`src/rtl/aes_byte_rx.sv`:
```
`default_nettype none
// ============================================================================
// Module      : aes_byte_rx
// Description : Byte-to-word deserializer for the 8-bit port receive path.
//               Reassembles four phase-tagged bytes (MSB first) into a
//               32-bit word, writes it to the AES input FIFO, flags framing
//               errors and dropped words, and keeps a saturating error count.
// Revision    : 1.0 - initial release
// ============================================================================
module aes_byte_rx #(
    parameter int IN_REG = 0
) (
    input  logic        clk,
    input  logic        rst_n,
    input  logic [7:0]  rx,
    input  logic        shakehand,
    input  logic        full,
    input  logic        clr,
    output logic [31:0] data,
    output logic        wr,
    output logic        frame_err,
    output logic        overflow,
    output logic [7:0]  err_cnt
);

    typedef enum logic [1:0] {
        S_IDLE = 2'd0,
        S_B1   = 2'd1,
        S_B2   = 2'd2,
        S_B3   = 2'd3
    } state_t;

    // Sampled byte and phase used by the decoder
    logic [7:0] w_b;
    logic       w_s;

    generate
        if (IN_REG != 0) begin : g_in_reg
            logic [7:0] r_rx_q;
            logic       r_sh_q;

            // Input register; phase resets to idle level so reset never looks like byte0
            always_ff @(posedge clk or negedge rst_n) begin
                if (!rst_n) begin
                    r_rx_q <= 8'h00;
                    r_sh_q <= 1'b1;
                end else begin
                    r_rx_q <= rx;
                    r_sh_q <= shakehand;
                end
            end

            assign w_b = r_rx_q;
            assign w_s = r_sh_q;
        end else begin : g_no_in_reg
            assign w_b = rx;
            assign w_s = shakehand;
        end
    endgenerate

    state_t      r_state;
    logic [23:0] r_word;      // bytes 0..2 of the word in progress
    logic [31:0] r_data;
    logic        r_wr;
    logic        r_frame_err;
    logic        r_overflow;
    logic [7:0]  r_err_cnt;

    logic w_exp_s;
    logic w_frame_evt;
    logic w_done;
    logic w_drop;
    logic w_err_evt;

    // Phase expected for the byte the current state is waiting on
    always_comb begin
        w_exp_s = 1'b0;
        case (r_state)
            S_B1:    w_exp_s = 1'b1;
            S_B2:    w_exp_s = 1'b0;
            S_B3:    w_exp_s = 1'b1;
            default: w_exp_s = 1'b0;
        endcase
    end

    assign w_frame_evt = (r_state != S_IDLE) && (w_s != w_exp_s);
    assign w_done      = (r_state == S_B3) && w_s;
    assign w_drop      = w_done && full;
    // Framing errors and drops are mutually exclusive on any given edge
    assign w_err_evt   = w_frame_evt | w_drop;

    // Word assembly state machine with registered write strobe and error pulse
    always_ff @(posedge clk or negedge rst_n) begin
        if (!rst_n) begin
            r_state     <= S_IDLE;
            r_word      <= 24'h000000;
            r_data      <= 32'h00000000;
            r_wr        <= 1'b0;
            r_frame_err <= 1'b0;
        end else begin
            r_wr        <= 1'b0;
            r_frame_err <= w_frame_evt;
            if (w_frame_evt) begin
                // Drop the partial word; a phase-0 byte restarts a new word at once
                if (!w_s) begin
                    r_word  <= {w_b, 16'h0000};
                    r_state <= S_B1;
                end else begin
                    r_word  <= 24'h000000;
                    r_state <= S_IDLE;
                end
            end else begin
                case (r_state)
                    S_IDLE: begin
                        if (!w_s) begin
                            r_word[23:16] <= w_b;
                            r_state       <= S_B1;
                        end
                    end
                    S_B1: begin
                        r_word[15:8] <= w_b;
                        r_state      <= S_B2;
                    end
                    S_B2: begin
                        r_word[7:0] <= w_b;
                        r_state     <= S_B3;
                    end
                    S_B3: begin
                        r_state <= S_IDLE;
                        r_word  <= 24'h000000;
                        if (!full) begin
                            r_data <= {r_word, w_b};
                            r_wr   <= 1'b1;
                        end
                    end
                    default: r_state <= S_IDLE;
                endcase
            end
        end
    end

    // Sticky overflow and saturating error counter; a same-edge event beats clr
    always_ff @(posedge clk or negedge rst_n) begin
        if (!rst_n) begin
            r_overflow <= 1'b0;
            r_err_cnt  <= 8'h00;
        end else begin
            if (w_drop) begin
                r_overflow <= 1'b1;
            end else if (clr) begin
                r_overflow <= 1'b0;
            end

            if (w_err_evt) begin
                if (clr) begin
                    r_err_cnt <= 8'd1;
                end else if (r_err_cnt != 8'hFF) begin
                    r_err_cnt <= r_err_cnt + 8'd1;
                end
            end else if (clr) begin
                r_err_cnt <= 8'h00;
            end
        end
    end

    assign data      = r_data;
    assign wr        = r_wr;
    assign frame_err = r_frame_err;
    assign overflow  = r_overflow;
    assign err_cnt   = r_err_cnt;

endmodule
`default_nettype wire

```
`config.mk`:
```
export PLATFORM = sky130hd
export DESIGN_NAME = aes_byte_rx
export DESIGN_NICKNAME = d
export VERILOG_FILES = /design/src/rtl/aes_byte_rx.sv
export SDC_FILE = /design/constraint.sdc
export NUM_CORES = 1
export LEC_CHECK = 0
export ABC_AREA = 1
export ABC_CLOCK_PERIOD_IN_PS = 1800
export BUFFER_PORTS_ARGS = -buffer_cell sky130_fd_sc_hd__buf_2
export CAP_MARGIN = 40
export CORE_ASPECT_RATIO = 1.2
export CORE_UTILIZATION = 57
export CTS_BUF_LIST = sky130_fd_sc_hd__clkbuf_2
export DETAILED_ROUTE_END_ITERATION = 16
export PLACE_DENSITY = 0.93
export SKIP_CTS_REPAIR_TIMING = 1
export SLEW_MARGIN = 0
export SYNTH_ARGS = -nofsm -noshare
export SYNTH_HDL_FRONTEND = slang
export SYNTH_SLANG_ARGS = --single-unit
```
`constraint.sdc`:
```
create_clock -name clk -period 1.8 [get_ports clk]
set_input_delay 0.27 -clock clk [delete_from_list [all_inputs] [get_ports clk]]
set_output_delay 0.27 -clock clk [all_outputs]
set_load 0.01 [all_outputs]
```
**After elaboration in Yosys (flattened, before gate mapping)**

Cells that the tools add are included.
Widths: inputs -> output; s select.

- Bits in registers: 69
- Bits of input ports: 13
- Logic and storage cells: 54

- Add/sub/neg operators: 1
- Equality and inequality tests: 6
- Mux-type cells: 20
- Bitwise operators: 3
- Reduce and logical (&&, ||, !) cells: 15

Operator list:

| cell | number |
|---|---|
| $mux 24 | 2 |
| $pmux 8 s2 | 3 |
| $mux 8 | 5 |
| $reduce_bool 3->1 | 3 |
| $add 8x1->8 const B | 1 |
| $ne 8x8->1 const B | 1 |
| $pmux 2 s4 | 1 |
| $reduce_bool 2->1 | 4 |
| $mux 1 | 7 |
| $eq 2x2->1 const B | 2 |
| $mux 2 | 2 |
| $reduce_and 2->1 | 2 |
| $logic_and 1x1->1 | 3 |
| $ne 3x3->1 const B | 1 |
| $reduce_and 3->1 | 1 |
| $eq 2x1->1 const B | 1 |
| $logic_not 2->1 | 1 |
| $not 1->1 | 2 |
| $reduce_or 2->1 | 1 |
| $ne 1x1->1 | 1 |
| $or 1x1->1 | 1 |

**Depth between registers and ports, before layout**

- Word-level depth: 8
- Gate-level depth with buffers: 9
- Gate-level depth less buffers: 9

**Worst setup path before layout**

No wires, ideal clock.

- Path kind: register -> register
- Start: register r_state[0]
- End: register r_data[14] (netlist: data[14])
- Arrival time: 1339 ps
- Setup slack: 344 ps
- Cell stages (with the launch flop): 10
- Path buffers: 1
- Clock period less this slack: 1456 ps
- Cells stage by stage: dfrtp_1 -> inv_1 -> ha_1 -> inv_1 -> nand3_4 -> nand2_4 -> inv_2 -> buf_6 -> nand2_1 -> nand2_1

- Cells in the longest elaborated chain, start to end: 7

RTL lines:

| what | RTL line | text |
|---|---|---|
| from (decl) | 61 | `state_t r_state;` |
| from (signal assigned) | 95 | `r_state <= S_IDLE;` |
| from (signal assigned) | 107 | `r_state <= S_B1;` |
| from (signal assigned) | 110 | `r_state <= S_IDLE;` |
| $eq 2x2->1 or $eq 2x1->1 (tied branches) | 78, 113 |  |
| $reduce_or 2->1 (no source line) | -- |  |
| $mux 1 | 78 | `case (r_state)` |
| $ne 1x1->1 | 86 | `assign w_frame_evt = (r_state != S_IDLE) && (w_s != w_exp_s);` |
| $logic_and 1x1->1 | 86 |  |
| $not 1->1 (no source line) | -- |  |
| $reduce_and 3->1 (no source line) (*) | -- |  |
| to (signal assigned) | 132 | `r_data <= {r_word, w_b};` |
| to (decl) | 63 | `logic [31:0] r_data;` |

Every way passes the cells marked *; elsewhere a longest branch is shown, timed or not.
A chain may end at the register's enable or synchronous reset.

**Final worst setup path**

- Start: register r_state[1]
- End: register r_data[2] (netlist: data[2])

The elaborated chain is that of the path after synthesis.

==> metrics.yaml <==
sta:
  worst_pin_slew_ns: 0.349
  hold_viol: 0
  fin_crit_sh_pct: 92.8
  timing.hold.ws_ns: 0.0436
  setup_ws_ns: 0.130
  max_freq_ghz: 0.599
  final_max_slew_viol_count: 0
  clock_skew_ns: 0.0230
  setup_violations: 0
  finalCriticalPeriod_ns: 1.67
  slew_headroom_pct: 76.7
synthesis:
  syn_nets: 352
  synth_area_um2: 2980
  ys_warn_count: 0
  yosysSeqAreaShare_pct: 58.0
  synth-seq-cells: 69
  postSynthCellCount: 333
  yosysUniqueCellTypes: 23
  syn_area_per_cell_um2: 8.95
critical_path:
  worst_path_max_delay_cell: "dfrtp_2"
  endpoint_kind: "flip-flop"
  crit_cells: 8
  crit_type: "reg2reg"
  critPathTopFamily: "simple AND/OR/NAND/NOR gates"
  worst_setup_path_start_kind: "flip-flop"
  max_stage_delay_ns: 0.45
  rr_worst_depth: 8
  required_ns: 2.21
  crit_arrival_ns: 2.08
  cp_cell_sequence: "inv_1 > ha_1 > inv_1 > nand3_4 > nand2_4 > buf_8 > nand2_1 > nand2_1"
  crit_buf_inv: 3
  path_max_fanout: 29
cts:
  clk_pin_slew_ns: 0.17
  clock_path_buffers: 2
  clkSinkCount: 69
  root_buffer: "clkbuf_2"
  htreeDepth: 3
  numCtsBuffers: 9
  clkLatencyLatePin_ns: 0.48
  cts_tree: "done"
placement:
  io_buffers: 55
  placed_cell_area_um2: 3270
  dpl.hpwl_um: 4250
  place_ws_ns: 0.0336
  placed_cells: 441
  gp_congestion: 0.966
hold_path:
  min_path_cells: 3
  hp-class: "in2reg"
detailed_routing:
  vias_per_cell: 5.26
  first_pass_iters: 4
  final_antenna_net_count: 0
  drt-wirelength-per-cell_um: 13.6
  drc: 0
  routed_wl_um: 6280
  vias: 2437
  drt-initial-drc-count: 163
final_layout:
  final_nets: 417
  layout_commonest_cell: "nand2_1"
  diodes: 0
  fin_area_um2: 3470
  layout-drive-gt1-share_pct: 22.8
  fin_cells: 463
  syn_to_final_growth_pct: 16.5
  layout_common_cells: "163 x nand2_1, 68 x dfrtp_1, 55 x buf_2"
die:
  core_um2: 4970
  die_x_um: 68.0
  start_util_pct: 59.9
  die_h_um: 81.2
  rows: 28
  dieArea_um2: 5520
  io_pins: 56
global_routing:
  grt.total_usage_pct: 25.0
  antenna_found_initial: 0
  grt_first_pass_wirelength_um: 10100
  overflow: 0
  first_global_vias: 2212
  grt_max_degree: 70
power_and_ir_drop:
  p_leak_nw: 1.94
  total_power_mw: 5.53
  peakVddDrop_v: 0.000870
  p_per_area_nw_per_um2: 1590
job:
  cap_violations: 0
outcome:
  status: "complete, no violations"
## layout make-up
cell class / count / area (µm²)
well taps: 60 / 75.1
repair buffers: 63 / 368
clock buffers: 11 / 55.1
multi-input cells: 237 / 1100
inverters: 18 / 72.6
fillers: 385 / 1500
flip-flops and latches: 69 / 1730
clock inverters: 5 / 75.1
## flip-flops by register name (all words and copies together), names as in the netlist
register and flops:
overflow 1, data 32, r_state 2, wr 1, frame_err 1, err_cnt 8
r_word 24
## Yosys cell counts
cell type,count,share of area (%)
nand4_1,3,0.63
nand2_4,3,1.1
nand2_2,4,0.84
ha_1,6,2.5
nand2_1,164,21
o221ai_1,1,0.29
o21ai_1,5,0.84
o21ai_0,17,2.9
dfrtp_1,69,58
nor2_4,2,0.76
inv_2,5,0.63
clkinv_1,1,0.13
buf_4,3,0.76
and2_1,1,0.21
nand3_1,19,3.2
inv_1,12,1.5
a21oi_1,1,0.17
or2_2,1,0.21
nor2_1,6,0.76
nand3_4,1,0.59
buf_6,6,2.3
xor2_1,2,0.59
o21a_4,1,0.50
## logic make-up after synthesis
group,synth area share [%]
AND/OR/NAND/NOR,29.0
flip-flops,58.0
AO/OA/AOI/OAI,4.66
buffers and inverters,5.29
XOR/XNOR,0.588
adder cells (fa/ha/maj),2.52
## worst paths after layout
check	from	end	slack [ns]
worst min-delay path	rx[5]	data[5]	0.04
worst max register to register	r_state[1]	data[2]	0.13
worst min register to register	r_word[2]	data[10]	0.47
max in group asynchronous	rst_n	r_state[1]	1.19
worst max-delay path	r_state[1]	data[2]	0.13
min in group asynchronous	rst_n	r_word[0]	0.31
## worst register-to-register path: stages, from the launching register on
cell and delay [ns]:
dfrtp_2 0.45, inv_1 0.11, ha_1 0.22, inv_1 0.15
nand3_4 0.17, nand2_4 0.16, buf_8 0.21, nand2_1 0.09
nand2_1 0.07
## per-stage QoR
| step | util [%] | setup TNS (ns) |
|---|---|---|
| after floorplan | - | 0 |
| after global placement | 65.7 | 0 |
| after detailed placement | 65.7 | 0 |
| after CTS | 68.3 | -1.16 |
| after global routing | 69.8 | -0.00802 |
| final | 69.8 | 0 |
## layer usage
metal | global-route usage, % | vias to the layer above | share of wire (%)
met5 | 0 | - | 0
met4 | 9.58 | 0 | 1.7
met3 | 7.44 | 13 | 5.6
met2 | 39.9 | 97 | 50
met1 | 31.5 | 1156 | 43
li1 | - | 1171 | -
## where the power goes
group          internal [mW]  total, mW  switching (mW)  leakage, nW
Combinational          0.750       2.10            1.35        0.968
Clock                  0.463      0.981           0.517       0.0772
Sequential              2.12       2.45           0.329        0.897
Total                   3.34       5.53            2.19         1.94
Power figures use the tool's default switching activity.
